<file path="src/rtl/int8_mac_lane_unpacker.sv">
// int8_mac_lane_unpacker
// Return path of the multi-lane MAC. Takes one wide NUM_LANES*LANE_WIDTH
// result and retires it as a sequence of single-lane register writebacks.
// Lanes come out in ascending order. Masked-off lanes are skipped without
// spending a cycle on them.
module int8_mac_lane_unpacker #(
  parameter int NUM_LANES  = 16,
  parameter int LANE_WIDTH = 32,
  parameter int HARTID_W   = 1,
  parameter int ID_W       = 4
) (
  input  logic                            clk_i,
  input  logic                            rst_ni,
  input  logic                            in_valid_i,
  output logic                            in_ready_o,
  input  logic [NUM_LANES*LANE_WIDTH-1:0] in_data_i,
  input  logic [NUM_LANES-1:0]            in_mask_i,
  input  logic [4:0]                      in_rd_base_i,
  input  logic [HARTID_W-1:0]             in_hartid_i,
  input  logic [ID_W-1:0]                 in_id_i,
  input  logic                            flush_i,
  output logic                            out_valid_o,
  input  logic                            out_ready_i,
  output logic [LANE_WIDTH-1:0]           out_data_o,
  output logic [4:0]                      out_rd_addr_o,
  output logic                            out_we_o,
  output logic                            out_last_o,
  output logic [HARTID_W-1:0]             out_hartid_o,
  output logic [ID_W-1:0]                 out_id_o,
  output logic                            done_o,
  output logic                            busy_o
);

  localparam int LANE_IDX_W = (NUM_LANES > 1) ? $clog2(NUM_LANES) : 1;

  typedef enum logic {
    IDLE  = 1'b0,
    DRAIN = 1'b1
  } state_e;

  state_e                          state_reg;
  logic [NUM_LANES*LANE_WIDTH-1:0] data_reg;
  logic [NUM_LANES-1:0]            mask_reg;
  logic [4:0]                      rd_base_reg;
  logic [HARTID_W-1:0]             hartid_reg;
  logic [ID_W-1:0]                 id_reg;
  logic                            done_reg;

  logic [LANE_WIDTH-1:0]           lane_data [NUM_LANES];
  logic [LANE_IDX_W-1:0]           lane_idx;
  logic [NUM_LANES-1:0]            mask_rest;
  logic                            is_last;
  logic [4:0]                      rd_addr;

  // Split the captured vector into per-lane words so the beat mux is a plain index.
  generate
    for (genvar gi = 0; gi < NUM_LANES; gi++) begin : g_lane
      assign lane_data[gi] = data_reg[gi*LANE_WIDTH +: LANE_WIDTH];
    end
  endgenerate

  // Find the lowest remaining lane. The loop walks downward so the smallest set index wins.
  always_comb begin
    lane_idx = '0;
    for (int i = NUM_LANES - 1; i >= 0; i--) begin
      if (mask_reg[i]) begin
        lane_idx = LANE_IDX_W'(i);
      end
    end
  end

  // Clearing the lowest set bit gives the mask after the current beat.
  // The beat is the last one when that result is empty.
  assign mask_rest = mask_reg & (mask_reg - NUM_LANES'(1));
  assign is_last   = (mask_rest == '0);

  // The destination register wraps modulo 32 because the sum is 5 bits wide.
  assign rd_addr = rd_base_reg + 5'(lane_idx);

  assign in_ready_o    = (state_reg == IDLE);
  assign busy_o        = (state_reg == DRAIN);
  assign out_valid_o   = (state_reg == DRAIN);
  assign out_data_o    = lane_data[lane_idx];
  assign out_rd_addr_o = rd_addr;
  assign out_we_o      = (state_reg == DRAIN) && (rd_addr != 5'd0);
  assign out_last_o    = (state_reg == DRAIN) && is_last;
  assign out_hartid_o  = hartid_reg;
  assign out_id_o      = id_reg;
  assign done_o        = done_reg;

  // Capture, drain, flush and completion sequencing.
  always_ff @(posedge clk_i or negedge rst_ni) begin
    if (!rst_ni) begin
      state_reg   <= IDLE;
      data_reg    <= '0;
      mask_reg    <= '0;
      rd_base_reg <= '0;
      hartid_reg  <= '0;
      id_reg      <= '0;
      done_reg    <= 1'b0;
    end else begin
      done_reg <= 1'b0;
      case (state_reg)
        IDLE: begin
          if (in_valid_i) begin
            data_reg    <= in_data_i;
            mask_reg    <= in_mask_i;
            rd_base_reg <= in_rd_base_i;
            hartid_reg  <= in_hartid_i;
            id_reg      <= in_id_i;
            // An empty vector has nothing to drain. It retires at once.
            if (in_mask_i != '0) begin
              state_reg <= DRAIN;
            end else begin
              done_reg <= 1'b1;
            end
          end
        end
        DRAIN: begin
          if (flush_i) begin
            // A beat accepted in this cycle has already gone out.
            // Everything still pending is dropped without a done pulse.
            state_reg <= IDLE;
            mask_reg  <= '0;
          end else if (out_ready_i) begin
            mask_reg <= mask_rest;
            if (is_last) begin
              state_reg <= IDLE;
              done_reg  <= 1'b1;
            end
          end
        end
      endcase
    end
  end

endmodule

</file>
<file path="config.mk">
export PLATFORM = sky130hd
export DESIGN_NAME = int8_mac_lane_unpacker
export DESIGN_NICKNAME = d
export VERILOG_FILES = /design/src/rtl/int8_mac_lane_unpacker.sv
export SDC_FILE = /design/constraint.sdc
export NUM_CORES = 1
export LEC_CHECK = 0
export CORE_ASPECT_RATIO = 1.2
export CORE_MARGIN = 5
export CORE_UTILIZATION = 26
export CTS_CLUSTER_DIAMETER = 200
export DETAILED_ROUTE_END_ITERATION = 10
export SETUP_SLACK_MARGIN = 0.05
export SYNTH_ARGS = -nofsm -noshare
export SYNTH_HDL_FRONTEND = slang
export SYNTH_SLANG_ARGS = --single-unit
export TNS_END_PERCENT = 100
</file>
<file path="constraint.sdc">
create_clock -name clk_i -period 8.49 [get_ports clk_i]
set_clock_uncertainty 0.2 [all_clocks]
set_input_delay 1.698 -clock clk_i [delete_from_list [all_inputs] [get_ports clk_i]]
set_output_delay 1.698 -clock clk_i [all_outputs]
set_load 0.05 [all_outputs]
</file>
Word level (Yosys, flattened, before mapping):

Index checks and enable logic that the tools add are counted.

* output and inout bits: 48
* logic and storage cells: 57
* bits of input ports: 543
* register bits: 540

* add/sub/neg operators: 2
* reduce and logical (&&, ||, !) cells: 7
* order comparisons: 1
* bitwise logic cells: 3
* muxes and demuxes: 35
* equality and inequality tests: 2

Operators by type and width (number)
* 32-bit binary-select mux with 4-bit select: 1
* 32-bit two-way mux: 2
* 4-bit two-way mux: 16
* 16-bit two-way mux: 3
* 16-bit case mux with 2 select lines: 1
* 16-bit bitwise AND: 1
* 16-bit zero test: 1
* 16-bit nonzero test: 1
* 16-bit by 1-bit subtractor with 16-bit output, second input constant: 1
* 1-bit two-way mux: 10
* 5-bit by 4-bit adder with 5-bit output: 1
* 5-bit greater-or-equal comparator, second input constant: 1
* 4-bit NOT with 5-bit output: 1
* 5-bit nonzero test: 1
* 1-bit case mux with 2 select lines: 2
* 2-bit AND reduction: 2
* 3-bit != test, second input constant: 1
* 1-bit logical AND: 2
* 2-bit != test, second input constant: 1
* 1-bit NOT: 1

Longest topological paths before layout:

Gate-level depths: netlist of run 1.

* depth in word-level cells: 20
* gate-level depth with buffers: 16
* mapped depth without buffers: 13

Least setup slack after synthesis of run 1:

OpenSTA, ideal clock, no wires.

* path type: reg2out
* from: reg mask_reg[4]
* to: out out_we_o
* path slack: 2.523 ns
* buffers on the path: 3
* cell stages (with the launch flop): 17
* data arrival time: 4.069 ns
* cells stage by stage: dfrtp_1 buf_6 nor3_2 o21ai_1 a311oi_4 nor2_8 inv_4 buf_4 buf_2 ha_1 inv_1 fa_1 inv_1 a21o_1 a21oi_1 xnor2_1 o21a_1

* word-level cells in the longest chain between the ends: 8

RTL lines
* start, declared: line 43 `logic [NUM_LANES-1:0] mask_reg;`
* start signal, assigned: line 107 `mask_reg <= in_mask_i;`
* start signal, assigned: line 126 `mask_reg <= mask_rest;`
* 4-bit two-way mux (5 in series): line 66 `if (mask_reg[i]) begin`
* 5-bit by 4-bit adder with 5-bit output: line 78 `assign rd_addr = rd_base_reg + 5'(lane_idx);`
* net out_rd_addr_o[4]: line 25 `output logic [4:0] out_rd_addr_o,`
* 5-bit nonzero test: line 85 `assign out_we_o = (state_reg == DRAIN) && (rd_addr != 5'd0);`
* 1-bit logical AND: line 85
* end, declared: line 26 `output logic out_we_o,`

The timed path passes the listed nets, and every way through them passes these cells.

Worst setup path after layout of run 1:

* from: reg mask_reg[4]
* to: out out_data_o[12]

* word-level cells in the longest chain between the ends: 9

RTL lines
* 4-bit two-way mux (5 in series): line 66
* 4-bit NOT with 5-bit output (not written as such): line 83 `assign out_data_o = lane_data[lane_idx];`
* 32-bit binary-select mux with 4-bit select: line 83
* 32-bit two-way mux (not written as such) (2 in series): line 83
* end, declared: line 24 `output logic [LANE_WIDTH-1:0] out_data_o,`

No other way between the ends. The select of a mux whose other input is x is not followed.

==> flow_summary.yaml, run 1 <==
cells_and_area:
  area_growth_pct: 35.4
  final_common_cell: "nand2_1"
  largest_reg_flops: 512
  nNetsFinal: 4021
  final_cell_mix: "nand2_1 (1663), clkdlybuf4s50_1 (589), dfrtp_1 (540), mux2i_1 (192), a21oi_1 (65)"
  fin_cells: 4811
  drive_gt1_frac: 0.0500
logic_synthesis:
  syn_avg_cell_area_sq_um: 8.51
  synthDistinctLibCells: 62
  synth_seq_cells: 540
  synth_edf_count: 0
  netlist_instances: 2985
  synth.yosys.seq_area_share: 0.532
  synth_ff_type: "dfrtp_1"
  ys_warn_count: 0
  syn_nets: 3534
  netlist_area_sq_um: 25400
  synthArstFlopShare: 1.00
routing:
  ant_nets: 0
  viasPerCell: 4.68
  via_count: 22500
  routed_wl_um: 111000
  drtIter0Drc: 1838
  drt_first_pass_iters: 5
  drc: 0
  wl_per_cell_um: 23.1
critical_path:
  cp-startpoint: "mask_reg[4]$_DFFE_PN0P_"
  r2r_start: "mask_reg[2]$_DFFE_PN0P_"
  required_ns: 6.59
  cp-end-kind: "output pin"
  worstReg2RegEnd: "busy_o$_DFF_PN0_"
  crit_arrival_ns: 5.67
  crit_path_start_kind: "flop"
  critPathKind: "flop to output pin"
  r2r_setup_slack_ns: 5.32
  reg2regPathDepth: 7
  path_max_fanout: 84
clock_tree:
  path_clk_slew_ns: 0.06
  cts_htree_levels: 2
  cts-hold-fix-buffers: 0
  cts_root_buf: "clkbuf_16"
  clockBufferDepth: 3
  cts_tree: "done"
  cts_buffers: 61
  clk_latency_ns: 0.64
  post-cts-setup-buffers: 0
  clock-sinks: 540
  cts_resized: 0
floorplanning:
  io_pins: 591
  dieArea_sq_um: 104000
  rows: 125
  coreArea_sq_um: 97000
  start_util: 0.262
  fp.dieH_um: 353
  fp.dieW_um: 295
status:
  run_status: "completed"
timing:
  setup_viol: 0
  setup_tns_ns: 0
  slew_headroom: 0.226
  fin_crit_ns: 7.57
  rsz0062_at_grt: "no"
  tightest_slew_ns: 1.16
  hold_violations: 0
  fmax_mhz: 132
  finalCritPeriodShare: 0.892
  drv_slew: 0
power:
  p_int_w: 0.00631
  switching_share: 0.427
  power_density_nw_per_um2: 320
  clockPowerShare: 0.244
  comb_power_share: 0.429
  p_sw_w: 0.00470
  cellLeakagePower_nw: 17.0
  seq_power_share: 0.328
  vdd_drop_max_v: 0.000380
grt:
  grt_remaining_overflow: 0
  grt_pass1_wl_um: 159000
  grt_max_degree: 211
  antenna_found_initial: 39
  grt_pass1_vias: 23000
  grtUsageTotal: 0.205
placed_design:
  dp_cells: 4679
  port-buffer-count: 590
  dpl.hpwl_um: 81200
  routabilityCongestion: 0.880
hold_path:
  hp-class: "flop to flop"
  whs_endpoint: "data_reg[80]$_DFFE_PN0P_"
  hold_depth: 2
  hp-start: "data_reg[80]$_DFFE_PN0P_"
job:
  drv_cap: 0
-- synth_stat cells (2+ instances only) --
cell       number  area, sq um
a21oi_1        65          325
a22o_1         24          210
nor2_1         22         82.6
a2111oi_2      17          255
clkbuf_1      127          477
nand2b_1        3         18.8
nor3_2          2         20.0
a2111oi_4       2         55.1
o21ai_1         2         10.0
and3_1          8         50.1
o21ai_0        29          145
inv_2           2         7.51
a31o_1         16          140
ha_1            5         62.6
nor2_2          3         18.8
buf_4          17          128
o21a_1         19          143
nand2_2         2         12.5
buf_2          20          100
nor2b_1         2         12.5
mux2i_1       192         1920
nand3_1         7         35.0
buf_6          11          124
inv_1          10         37.5
nand2_1      1666         6250
o221ai_1        6         52.6
nor4_1         16          100
o22ai_1        48          300
a211oi_1       24          180
or4_1           2         15.0
buf_1          14         52.6
xnor2_1         2         17.5
dfrtp_1       540        13500
a21o_1         26          195
and2_1          3         18.8
mux2_2          5         56.3
-- worst max-delay path by stage --
stage,to,slack (ns),cells past startpoint
5_1_grt,out_data_o[12],0.67,10
6_report,out_data_o[12],0.92,10
3_5_place_dp,out_data_o[26],1.54,10
2_1_floorplan,out_we_o,2.52,16
3_3_place_gp,out_data_o[26],1.60,10
4_1_cts,out_data_o[26],0.80,10
-- worst max-delay path: stages (launching register included) --
cell and delay, ns:
dfrtp_1 0.54, nor3_2 0.22, o21ai_1 0.16, a311oi_4 0.95, nor2_8 0.10, inv_8 0.55, buf_4 0.47, mux2i_1 0.24
o22ai_1 0.33, a2111oi_2 0.50, clkdlybuf4s50_1 0.90
-- cell type report --
cell class | instances | area (sq um)
Antenna cell | 20 | 50.0
Clock buffer | 82 | 1700
Clock inverter | 30 | 287
Fill cell | 10000 | 62600
Inverter | 13 | 63.8
Multi-Input combinational cell | 2243 | 11000
Sequential cell | 540 | 13500
Tap cell | 1270 | 1590
Timing Repair Buffer | 613 | 6200
-- through the flow --
stage	util	setup WS (ns)	hold slack, ns	instance area [sq um]	power [W]
3_5_place_dp	0.334	1.54	0.257	32400	0.00842
2_1_floorplan	-	2.52	0.237	25400	0.00646
5_1_grt	0.355	0.668	0.292	34400	0.0116
3_3_place_gp	0.334	1.60	0.254	32400	0.00840
4_1_cts	0.354	0.796	0.276	34400	0.0112
6_report	0.355	0.920	0.272	34400	0.0110
-- per-layer routing --
metal,GRT usage,vias up,routed length (um)
li1,-,10600,-
met1,0.262,10900,46100
met2,0.344,751,53700
met3,0.0481,169,7640
met4,0.0663,20,3550
met5,0,-,156
-- power groups by stage --
stage | combinational (W) | sequential (W) | clock [W]
after floorplan | 0.00298 | 0.00349 | 0
after global placement | 0.00474 | 0.00365 | 0
after detailed placement | 0.00477 | 0.00365 | 0
after CTS | 0.00480 | 0.00361 | 0.00275
after global routing | 0.00507 | 0.00368 | 0.00285
final | 0.00472 | 0.00361 | 0.00268
-- cells by family (layout without fill, tap and decap cells) --
group                    count (synthesis)  count (layout)  synth area share
AND/OR/NAND/NOR                       1749            1749             0.266
flip-flops                             540             540             0.532
AO/OA/AOI/OAI                          287             287            0.0830
buffers and inverters                  202             738            0.0367
multiplexers                           197             197            0.0778
adder cells (fa/ha/maj)                  7               7           0.00364
XOR/XNOR                                 3               3           0.00103
other                                    0              20                 0
(Power assumes the default switching activity.)
==> inputs of run 2 (changes only) <==
Settings changed: HOLD_SLACK_MARGIN from default to 0.08.
==> results of run 2 <==
The final DEF is identical to that of run 1; final timing and power are the same.
==> inputs of run 3 (changes only) <==
Settings changed: DONT_BUFFER_PORTS from default to 1, HOLD_SLACK_MARGIN 0.08 to 0.15.
==> run 3 against run 2 <==
  * First-iteration DRC count is 12% lower
  * Critical endpoint is now out_we_o
  * Clock power is 2% higher
  * Cell count is 12% lower
  * Fmax is 5.7% higher
  * Register-to-register slack worse by 1.1 ns
  * Design area is 16% lower
  * Flip-flop and latch count stayed put
  * Global-route usage is 0.55 points lower
  * Die area stayed put
  * Routed wire length is 2.6% lower
  * Largest power group unchanged
  * Hold slack worse by 0.0026 ns
==> flow_summary.yaml, run 3 (synthesis results as in run 1) <==
status:
  run_status: "completed"
routing:
  via_count: 20300
  ant_nets: 0
  viasPerCell: 4.78
  drt_first_pass_iters: 7
  wl_per_cell_um: 25.5
  routed_wl_um: 108000
  drtIter0Drc: 1622
  drc: 0
critical_path:
  cp.depth: 11
  critPathKind: "flop to output pin"
  crit_path_start_kind: "flop"
  required_ns: 6.59
  crit_arrival_ns: 5.26
  r2r_setup_slack_ns: 4.26
  worstReg2RegEnd: "data_reg[145]$_DFFE_PN0P_"
  cp-startpoint: "mask_reg[4]$_DFFE_PN0P_"
  cp-end-kind: "output pin"
  path_cells: "nor3_2, o21ai_1, a311oi_4, nor2_8, inv_8, ha_1, inv_1, fa_1, inv_1, or4_1, o21a_1"
  max_stage_delay_ns: 0.95
  crit_buf_inv: 3
  path_max_fanout: 59
  cp_slowest_cell: "a311oi_4"
  critPathMostFrequentCell: "inv_1"
  endpoint: "out_we_o"
  r2r_start: "busy_o$_DFF_PN0_"
  reg2regPathDepth: 6
  crit_family: "compound AO/OA/AOI/OAI gates"
grt:
  use_met2: 0.331
  grt_max_degree: 541
  grt_pass1_wl_um: 150000
  use_met1: 0.245
  grt_remaining_overflow: 0
  antenna_found_initial: 34
  grt_pass1_vias: 20500
  grtUsageTotal: 0.200
  use_met3: 0.0584
  top_usage_layer: "met2"
timing:
  tightest_slew_ns: 1.19
  rsz0062_at_grt: "no"
  fmax_mhz: 140
  drv_slew: 0
  hold_violations: 0
  setup_tns_ns: 0
  finalCritPeriodShare: 0.843
  fin_crit_ns: 7.16
  setup_viol: 0
  slew_headroom: 0.204
cells_and_area:
  final_cell_mix: "nand2_1 (1664), dfrtp_1 (540), mux2i_1 (192), a21oi_1 (65), clkbuf_16 (62)"
  area_growth_pct: 14.2
  final_common_cell: "nand2_1"
  fin_cells: 4246
  drive_gt1_frac: 0.0724
  nNetsFinal: 3453
  largest_reg_flops: 512
  fillers: 10400
clock_tree:
  path_clk_slew_ns: 0.06
  cts_resized: 0
  cts_htree_levels: 2
  post-cts-setup-buffers: 0
  clock-sinks: 540
  cts_root_buf: "clkbuf_16"
  cts_tree: "done"
  cts_buffers: 60
  clk_latency_ns: 0.63
  clockBufferDepth: 3
  cts-hold-fix-buffers: 0
power:
  vdd_drop_max_v: 0.000189
  power_density_nw_per_um2: 374
  cellLeakagePower_nw: 14.9
floorplanning:
  io_pins: 591
  fp.dieH_um: 353
  coreArea_sq_um: 97000
  fp.dieW_um: 295
  start_util: 0.262
  rows: 125
  dieArea_sq_um: 104000
placed_design:
  routabilityCongestion: 0.888
  dp_cells: 4109
  port-buffer-count: 0
  dpl.hpwl_um: 80500
job:
  drv_cap: 0
hold_path:
  hold_depth: 2
  hp-class: "flop to flop"
## run 3: changes by cell type in the layout (fill, tap and decap cells not counted), moves of 8 or more
cell and delta:
buf_4 +20, nor4_2 +8, a2111oi_2 -15, clkdlybuf4s50_1 -589, a2111oi_4 +15, nor4_1 -8
## run 3: tightest hold or removal path, cell delays in order (launching register included)
cell	delay [ns]
dfrtp_1	0.33
nand2_1	0.05
nand2_1	0.05
## run 3: how the worst min path moves through the flow
stage / from / end / slack [ns]
final: data_reg[426]$_DFFE_PN0P_ / data_reg[426]$_DFFE_PN0P_ / 0.27
after global routing: data_reg[30]$_DFFE_PN0P_ / data_reg[30]$_DFFE_PN0P_ / 0.29
after CTS: data_reg[426]$_DFFE_PN0P_ / data_reg[426]$_DFFE_PN0P_ / 0.27
after detailed placement: data_reg[426]$_DFFE_PN0P_ / data_reg[426]$_DFFE_PN0P_ / 0.26
after global placement: data_reg[426]$_DFFE_PN0P_ / data_reg[426]$_DFFE_PN0P_ / 0.25
after floorplan: data_reg[426]$_DFFE_PN0P_ / data_reg[426]$_DFFE_PN0P_ / 0.24
## run 3: stage by stage
step / util / power (W) / area (sq um) / worst slack [ns] / hold slack (ns)
final: 0.299 / 0.0109 / 29000 / 1.33 / 0.270
after global routing: 0.299 / 0.0114 / 29000 / 1.04 / 0.287
after CTS: 0.298 / 0.0110 / 28900 / 1.22 / 0.272
after detailed placement: 0.277 / 0.00820 / 26800 / 1.92 / 0.255
after global placement: 0.277 / 0.00815 / 26800 / 1.98 / 0.254
after floorplan: - / 0.00646 / 25400 / 2.52 / 0.237
## run 3: power by group
group | internal, W | total (W) | switching [W]
clock network | 0.00154 | 0.00274 | 0.00120
logic | 0.00132 | 0.00450 | 0.00319
registers | 0.00318 | 0.00361 | 0.000434
## run 3: area by class of cell
type,instances,area (sq um),area share
antenna,22,55.1,0.00190
inverter,13,63.8,0.00220
clock inverter,37,383,0.0132
multi-input combinational,2243,11300,0.389
tap,1270,1590,0.0548
sequential,540,13500,0.466
timing repair buffer,46,492,0.0169
clock buffer,75,1650,0.0569
## run 3: per-layer routing
| layer | share of wire | routed length [um] | up-vias |
|---|---|---|---|
| met1 | 0.40 | 43200 | 9895 |
| met4 | 0.038 | 4060 | 16 |
| li1 | - | - | 9488 |
| met3 | 0.078 | 8460 | 165 |
| met2 | 0.48 | 52500 | 735 |
| met5 | 0.00090 | 98 | - |
